## config.mk

```make
export PLATFORM = sky130hd
export DESIGN_NAME = aurora_tx_lane
export DESIGN_NICKNAME = d
export VERILOG_FILES = /design/src/rtl/aurora_tx_lane.sv
export SDC_FILE = /design/constraint.sdc
export NUM_CORES = 1
export LEC_CHECK = 0
export ABC_AREA = 0
export ABC_CLOCK_PERIOD_IN_PS = 7400
export CORE_MARGIN = 1.5
export CORE_UTILIZATION = 45
export DETAILED_ROUTE_END_ITERATION = 10
export GPL_TIMING_DRIVEN = 0
export PLACE_DENSITY = 0.63
export SLEW_MARGIN = 10
export SYNTH_ARGS = -nofsm -noshare
export SYNTH_HDL_FRONTEND = slang
export SYNTH_SLANG_ARGS = --single-unit
```

## constraint.sdc

```tcl
create_clock -name clk_tx_i -period 7.4 [get_ports clk_tx_i]
set_input_delay 2.22 -clock clk_tx_i [delete_from_list [all_inputs] [get_ports clk_tx_i]]
set_output_delay 2.22 -clock clk_tx_i [all_outputs]
set_load 0.005 [all_outputs]
```

## src/rtl/aurora_tx_lane.sv

```systemverilog
// -----------------------------------------------------------------------------
// aurora_tx_lane
//
// 64b66b Aurora transmit lane. User blocks (64-bit payload + 2-bit sync
// header) are scrambled with the self-synchronous x^58+x^39+1 scrambler in
// the accept cycle. A 66-to-32 gearbox then emits one 32-bit word per clock
// to the serializer. Whenever the gearbox has room for a block and none is
// offered, an idle control block is inserted so the serial stream never
// underruns.
//
// Ports:
//   clk_tx_i         in   1   lane word clock
//   rst_n_i          in   1   asynchronous active-low reset
//   tx_data_i        in  64   block payload
//   tx_header_i      in   2   sync header (01 data, 10 control)
//   tx_valid_i       in   1   block offered
//   tx_ready_o       out  1   block taken on an edge with tx_valid_i & tx_ready_o
//   tx_polarity_i    in   1   1 = invert every bit of tx_word_o
//   tx_word_o        out 32   gearbox output, bit 31 transmitted first
//   tx_word_valid_o  out  1   tx_word_o holds valid bits
//   tx_stat_o        out  8   [6:0] saturating idle-insert count,
//                             [7] sticky invalid-header (00/11) flag
// -----------------------------------------------------------------------------
module aurora_tx_lane #(
  parameter bit          SCRAMBLE_EN    = 1'b1,
  parameter logic [65:0] IDLE_BLOCK     = {2'b10, 8'h78, 56'h0},
  parameter logic [57:0] SCRAMBLER_INIT = 58'h3FF_FFFF_FFFF_FFFF
) (
  input  logic        clk_tx_i,
  input  logic        rst_n_i,
  input  logic [63:0] tx_data_i,
  input  logic [1:0]  tx_header_i,
  input  logic        tx_valid_i,
  output logic        tx_ready_o,
  input  logic        tx_polarity_i,
  output logic [31:0] tx_word_o,
  output logic        tx_word_valid_o,
  output logic [7:0]  tx_stat_o
);

  localparam int BUF_W = 98;

  // Gearbox state. The buffer is left-aligned: the oldest bit sits at
  // buf_reg[97], valid bits occupy buf_reg[97 -: fill_reg], and every bit
  // below the valid region is kept at zero so a new block can be OR-ed in.
  logic [6:0]       fill_reg;
  logic [6:0]       fill_next;
  logic [BUF_W-1:0] buf_reg;
  logic [BUF_W-1:0] buf_next;

  // Scrambler state
  logic [57:0]      scr_reg;
  logic [57:0]      scr_next;

  // Output and status registers
  logic [31:0]      word_reg;
  logic [31:0]      word_next;
  logic             word_valid_reg;
  logic [6:0]       idle_cnt_reg;
  logic [6:0]       idle_cnt_next;
  logic             hdr_err_reg;
  logic             hdr_err_next;

  // Cycle decode, from registers only
  logic             out_en;
  logic             accept;

  // Block selected for the current accept slot
  logic [1:0]       blk_hdr;
  logic [63:0]      blk_data;
  logic [63:0]      scr_data;
  logic [63:0]      tx_payload;
  logic [BUF_W-1:0] buf_shift;
  logic [BUF_W-1:0] blk_aligned;

  assign out_en = (fill_reg >= 7'd32);
  assign accept = (fill_reg < 7'd64);

  // ---------------------------------------------------------------------------
  // Block selection: user block when offered, otherwise the idle block.
  // ---------------------------------------------------------------------------
  always_comb begin
    blk_hdr  = IDLE_BLOCK[65:64];
    blk_data = IDLE_BLOCK[63:0];
    if (tx_valid_i) begin
      blk_hdr  = tx_header_i;
      blk_data = tx_data_i;
    end
  end

  // ---------------------------------------------------------------------------
  // Scrambler, unrolled over the 64 payload bits in transmit order
  // (data[63] first). Stage gi holds the state before bit 63-gi is processed.
  // ---------------------------------------------------------------------------
  logic [64:0][57:0] scr_chain;

  assign scr_chain[0] = scr_reg;

  for (genvar gi = 0; gi < 64; gi++) begin : g_scr
    logic s_bit;
    assign s_bit             = blk_data[63-gi] ^ scr_chain[gi][38] ^ scr_chain[gi][57];
    assign scr_data[63-gi]   = s_bit;
    assign scr_chain[gi+1]   = {scr_chain[gi][56:0], s_bit};
  end

  always_comb begin
    tx_payload = blk_data;
    scr_next   = scr_reg;
    if (SCRAMBLE_EN) begin
      tx_payload = scr_data;
      if (accept) begin
        scr_next = scr_chain[64];
      end
    end
  end

  // ---------------------------------------------------------------------------
  // Gearbox
  // ---------------------------------------------------------------------------
  // Drop the 32 oldest bits when a word is emitted.
  assign buf_shift = out_en ? {buf_reg[BUF_W-33:0], 32'h0} : buf_reg;

  // The new block goes right behind the bits that remain after the shift.
  // An accept only happens with fill < 64, so the remaining count is
  // fill - 32 (fill in 32..63) or fill (fill in 0..31); in both cases that is
  // simply fill_reg[4:0], which keeps the alignment shifter to 5 bits.
  assign blk_aligned = {blk_hdr, tx_payload, 32'h0} >> fill_reg[4:0];

  always_comb begin
    buf_next  = buf_shift;
    fill_next = fill_reg;
    if (out_en) begin
      fill_next = fill_next - 7'd32;
    end
    if (accept) begin
      buf_next  = buf_shift | blk_aligned;
      fill_next = fill_next + 7'd66;
    end
  end

  // Output word: polarity applies only to the word being registered.
  always_comb begin
    word_next = word_reg;
    if (out_en) begin
      word_next = buf_reg[BUF_W-1 -: 32] ^ {32{tx_polarity_i}};
    end
  end

  // ---------------------------------------------------------------------------
  // Status: idle-insert counter (saturating) and sticky bad-header flag.
  // ---------------------------------------------------------------------------
  always_comb begin
    idle_cnt_next = idle_cnt_reg;
    hdr_err_next  = hdr_err_reg;
    if (accept) begin
      if (!tx_valid_i) begin
        if (idle_cnt_reg != 7'h7F) begin
          idle_cnt_next = idle_cnt_reg + 7'd1;
        end
      end else if (tx_header_i == 2'b00 || tx_header_i == 2'b11) begin
        hdr_err_next = 1'b1;
      end
    end
  end

  // ---------------------------------------------------------------------------
  // State registers
  // ---------------------------------------------------------------------------
  always_ff @(posedge clk_tx_i or negedge rst_n_i) begin
    if (!rst_n_i) begin
      fill_reg       <= 7'd0;
      buf_reg        <= '0;
      scr_reg        <= SCRAMBLER_INIT;
      word_reg       <= 32'h0;
      word_valid_reg <= 1'b0;
      idle_cnt_reg   <= 7'd0;
      hdr_err_reg    <= 1'b0;
    end else begin
      fill_reg       <= fill_next;
      buf_reg        <= buf_next;
      scr_reg        <= scr_next;
      word_reg       <= word_next;
      word_valid_reg <= out_en;
      idle_cnt_reg   <= idle_cnt_next;
      hdr_err_reg    <= hdr_err_next;
    end
  end

  assign tx_ready_o      = accept;
  assign tx_word_o       = word_reg;
  assign tx_word_valid_o = word_valid_reg;
  assign tx_stat_o       = {hdr_err_reg, idle_cnt_reg};

endmodule

```

### Yosys cells after proc, flatten, opt, wreduce, memory -nomap -nowiden

Index checks and enable logic that the tools add are counted.

* flip-flop bits (word level): 204
* bits in latches: 0
* bits in writable memories: 0
* bits in read-only memories: 0
* output and inout bits: 42
* logic and storage cells: 156
* memories kept: 0

* add/sub/neg operators: 3
* multiply operators: 0
* divide/modulo/power cells: 0
* magnitude comparators: 2
* equal/unequal tests: 2
* shifts and indexed selects: 1
* muxes and demuxes: 6
* bitwise logic cells: 131
* reduce and logical (&&, ||, !) cells: 4

Operators by type and width (count)
* 2-to-1 mux 98 bit: 2
* bitwise XOR 1 bit: 128
* OR 98 bit: 1
* right shift 98 x 5 -> 98 bit: 1
* 2-to-1 mux 64 bit: 1
* bitwise XOR 32 bit: 1
* 2-to-1 mux 7 bit: 2
* adder 7 x 1 -> 7 bit, second input constant: 1
* adder 7 bit, second input constant: 1
* >= comparator 7 x 6 -> 1 bit, second input constant: 1
* < comparator 7 bit, second input constant: 1
* inequality test 7 bit, second input constant: 1
* subtractor 7 x 6 -> 7 bit, second input constant: 1
* AND reduction 3 bit: 2
* equality test 2 bit, second input constant: 1
* logical NOT 2 bit: 1
* 2-to-1 mux 2 bit: 1
* logical OR 1 bit: 1
* inverter 1 bit: 1

### Logic depth before layout (Yosys ltp)

* word-level depth: 8
* gate-level depth with buffers: 10
* depth with buffers taken out: 7

### Worst setup path before layout

Ideal clock, no wire load.

* kind: input port to flip-flop
* start: input port tx_valid_i
* end: register buf_reg[31]
* setup time: 141 ps
* arrival time: 3996 ps
* data required time: 7259 ps
* setup slack: 3264 ps
* stages on the path: 8
* path buffers: 1
* cell sequence: buf_2 > nor2b_1 > xnor2_1 > xnor3_1 > mux2_2 > a22o_1 > mux2i_1 > a221oi_1

* cells in the longest elaborated chain, start to end: 8

Ends and longest elaborated chain
* from (decl): RTL line 33 `input logic tx_valid_i,`
* 2-to-1 mux 64 bit: RTL line 85 `if (tx_valid_i) begin`
* bitwise XOR 1 bit (4 in series): RTL line 101 `assign s_bit = blk_data[63-gi] ^ scr_chain[gi][38] ^ scr_chain[gi][57];`
* right shift 98 x 5 -> 98 bit (*): RTL line 127 `assign blk_aligned = {blk_hdr, tx_payload, 32'h0} >> fill_reg[4:0];`
* OR 98 bit (*): RTL line 136 `buf_next = buf_shift | blk_aligned;`
* 2-to-1 mux 98 bit (*): RTL line 135 `if (accept) begin`
* named net buf_next[31]: RTL line 49 `logic [BUF_W-1:0] buf_next;`
* to (signal assigned): RTL line 180 `buf_reg <= buf_next;`
* to (decl): RTL line 48 `logic [BUF_W-1:0] buf_reg;`

Mark *: on every way through the listed nets, which the timed path passes. The rest lies on a longest branch.
A chain may end at the register's enable or synchronous reset.

### Worst setup path in the final report

Ends and elaborated chain as after synthesis.

==> results_dict.tcl <==
set metrics [dict create \
    synth_top_family_by_area "XOR/XNOR gates" \
    ys.flop_type "dfrtp_1" \
    async_flop_share 1.000 \
    synth_compound_area_frac 0.1358 \
    synth_adder_area_share 0.001975 \
    netlist_top_cells_area "dfrtp_1, dfstp_2, mux2i_1, xnor2_1, nand2_1" \
    skew_ns 0.01629 \
    vias 10972 \
    use_met2 0.5730 \
    critPathSlowestCell "xnor2_1" \
    yosys.area.top_type "dfrtp_1" \
    report.final.slew_viol_count 0 \
    clockBufferDepth 3 \
    finalNonFillerCells 1871 \
    drtIter0Drc 885 \
    antenna_cells 0 \
    fmax_ghz 0.1769 \
    tritoncts.num_buffers 24 \
    synthMuxAreaShare 0.1462 \
    use_met3 0.05760 \
    syn_to_final_growth_pct 19.15 \
    max-cap-violations 0 \
    syn_avg_cell_area_um2 9.468 \
    required_ns 7.83 \
    synth.cell_area_mm2 0.01267 \
    htreeDepth 1 \
    fp-row-count 61 \
    start_util 0.4560 \
    routabilityCongestion 1.013 \
    drive_gt1_frac 0.1085 \
    clock_tree.root_cell "clkbuf_16" \
    post-place-cells 1828 \
    fin_ws_ns 1.748 \
    nets 1548 \
    die_area_mm2 0.02917 \
    synth_top_area_frac 0.2864 \
    end_kind "flop" \
    finalCritPeriodShare 0.7637 \
    seqCellArea_mm2 0.005152 \
    cts_sinks 203 \
    coreArea_mm2 0.02778 \
    cts_tree "built" \
    setup_viol 0 \
    post_cts_buffers 0 \
    rsz0062_at_grt "false" \
    busiest_layer "met2" \
    multi_input_area_mm2 0.007106 \
    grt_pass1_wl_um 72610 \
    largest_register_ffs 98 \
    grt_max_degree 90 \
    dieWidth_um 170.8 \
    cp.arrival_ns 6.08 \
    hold_viol 0 \
    worstHoldPathType "reg -> reg" \
    crit_top_cell "mux2i_1" \
    leakage_nw 6.383 \
    worstMarginPinSlew_ns 1.106 \
    yosysSeqAreaShare 0.4067 \
    crit_path_start_kind "primary input" \
    drtPass1Iterations 5 \
    maxSlewHeadroom 0.2551 \
    cp_max_fo 10 \
    synthesis.nets 1410 \
    design_area_mm2 0.01509 \
    ys_ff_latch 203 \
    dpl_cell_area_mm2 0.01430 \
    synth_cell_type_count 65 \
    critPathKind "in -> reg" \
    io_pins 112 \
    viasPerCell 5.864 \
    wl_per_cell_um 26.15 \
    fillCellCount 2603 \
    grt_usage 0.3442 \
    synth_edf_count 0 \
    cts.repair.resized 0 \
    drc 0 \
    power_density_mw_per_mm2 567.8 \
    synth-simple-area-share 0.1301 \
    grt.overflow.total 0 \
    synth_xor_area_frac 0.1469 \
    cp_num_buf_inv 4 \
    ys_warn_count 0 \
    use_met1 0.4078 \
    pre_cts_ws_ns 1.364 \
    antenna_found_initial 0 \
    path_cells "clkdlybuf4s50_1 -> buf_2 -> inv_2 -> clkbuf_1 -> nor2_1 -> xnor2_1 -> mux2i_1 -> mux2i_1 -> mux2i_1 -> a221oi_1" \
    critPathMaxStageDelay_ns 0.78 \
    fp.dieH_um 170.8 \
    clk_pin_slew_ns 0.06 \
    peakVddDrop_uv 317.0 \
    insertion_delay_ns 0.53 \
    synth_cells 1338 \
    drt_wl_total_um 48940 \
    hold_buffers 0 \
    fin_crit_ns 5.652 \
    grt_pass1_vias 11101 \
    io_buffers 110 \
    ant_nets 0 \
    cp_top_family "buffers and inverters" \
    place_hpwl_um 38750 \
    outcome "completed" \
]
-- area by class of cell --
class / instances / share of cell area
Multi-Input combinational cell: 1031 / 0.4707
Buffer: 94 / 0.02470
Sequential cell: 203 / 0.3413
Clock buffer: 32 / 0.04518
Tap cell: 378 / 0.03133
Clock inverter: 11 / 0.007294
Timing Repair Buffer: 112 / 0.07692
Inverter: 10 / 0.002487
-- stage by stage --
| step | power (mW) | util | setup TNS (ns) | hold slack (ns) |
|---|---|---|---|---|
| floorplan | 5.191 | - | 0 | 0.4428 |
| global placement | 7.170 | 0.5127 | -735.14 | 0.4578 |
| CTS | 8.434 | 0.5433 | 0 | 0.4777 |
| finish | 8.571 | 0.5433 | 0 | 0.4738 |
| detailed placement | 7.217 | 0.5148 | 0 | 0.4637 |
| global route | 8.912 | 0.5433 | 0 | 0.4957 |
-- logic make-up (layout without fill, tap and decap cells) --
family	after synthesis	count (layout)
buffers and inverters	104	259
XOR/XNOR	191	191
flip-flops	203	203
adder cells (fa/ha/maj)	2	2
AO/OA/AOI/OAI	260	260
AND/OR/NAND/NOR	402	402
multiplexers	176	176
-- worst paths after layout --
check	start	endpoint	slack (ns)	depth (start not counted)
worst max-delay path	tx_valid_i	buf_reg[31]	1.75	10
worst min-delay path	hdr_err_reg	hdr_err_reg	0.47	1
worst max register to register	fill_reg[1]	buf_reg[38]	3.90	9
worst min register to register	hdr_err_reg	hdr_err_reg	0.47	1
max in group asynchronous	rst_n_i	scr_reg[15]	4.68	3
min in group asynchronous	rst_n_i	tx_word_o[26]	1.54	1
-- cells in the final DEF (no fill, tap or decap), types with 4 or more instances in the layout --
cell type	count
a21oi_1	29
o211ai_1	10
nor3b_1	5
o21ai_1	8
xor2_1	32
clkbuf_16	25
nand2_1	195
a32oi_1	10
a221oi_1	6
inv_1	8
clkdlybuf4s50_1	109
xnor3_1	12
nand4_1	10
and2_1	7
dfstp_2	58
nand3_1	15
xnor2_1	145
o221ai_1	43
buf_2	13
buf_1	24
nor2b_1	10
o22ai_1	21
mux2i_1	134
clkinv_2	4
o21a_1	4
and3_1	4
clkbuf_1	60
nor2_1	147
mux2_2	38
dfrtp_1	145
o21ai_0	93
-- metal layers --
layer	part of all wire	wire (um)	vias to the layer above
met5	0	0	-
met4	0.076	3734	0
met3	0.068	3348	177
met2	0.47	22840	542
met1	0.39	19020	5288
li1	-	-	4965
-- synthesized netlist by cell type (4+ instances only) --
cell type / count
nor2b_1: 10
o21ai_0: 93
o22ai_1: 21
buf_1: 24
a221oi_1: 6
xor2_1: 32
o221ai_1: 43
nand2_1: 195
dfstp_2: 58
a21oi_1: 29
mux2i_1: 134
nand3_1: 15
xnor3_1: 12
buf_2: 13
inv_1: 8
and3_1: 4
clkbuf_1: 56
mux2_2: 38
xnor2_1: 145
o21a_1: 4
o21ai_1: 8
a32oi_1: 10
nor3b_1: 5
dfrtp_1: 145
nor2_1: 147
o211ai_1: 10
nand4_1: 10
and2_1: 7
-- report_power, final --
group | switching, mW | total (mW) | internal (mW) | leakage (nW)
clock | 0.487 | 1.20 | 0.714 | 0.382
sequential | 0.394 | 2.12 | 1.72 | 2.43
combinational | 3.18 | 5.25 | 2.07 | 3.57
total | 4.06 | 8.57 | 4.51 | 6.38
-- worst reg2reg max path, cell delays in order, from the launching register on --
cell,delay [ns]
dfrtp_1,0.38
clkbuf_1,0.26
inv_1,0.18
buf_2,0.27
buf_2,0.37
clkbuf_1,0.54
mux2i_1,0.38
o22ai_1,0.12
a211oi_1,0.59
o221ai_1,0.23
(Power assumes the default switching activity.)
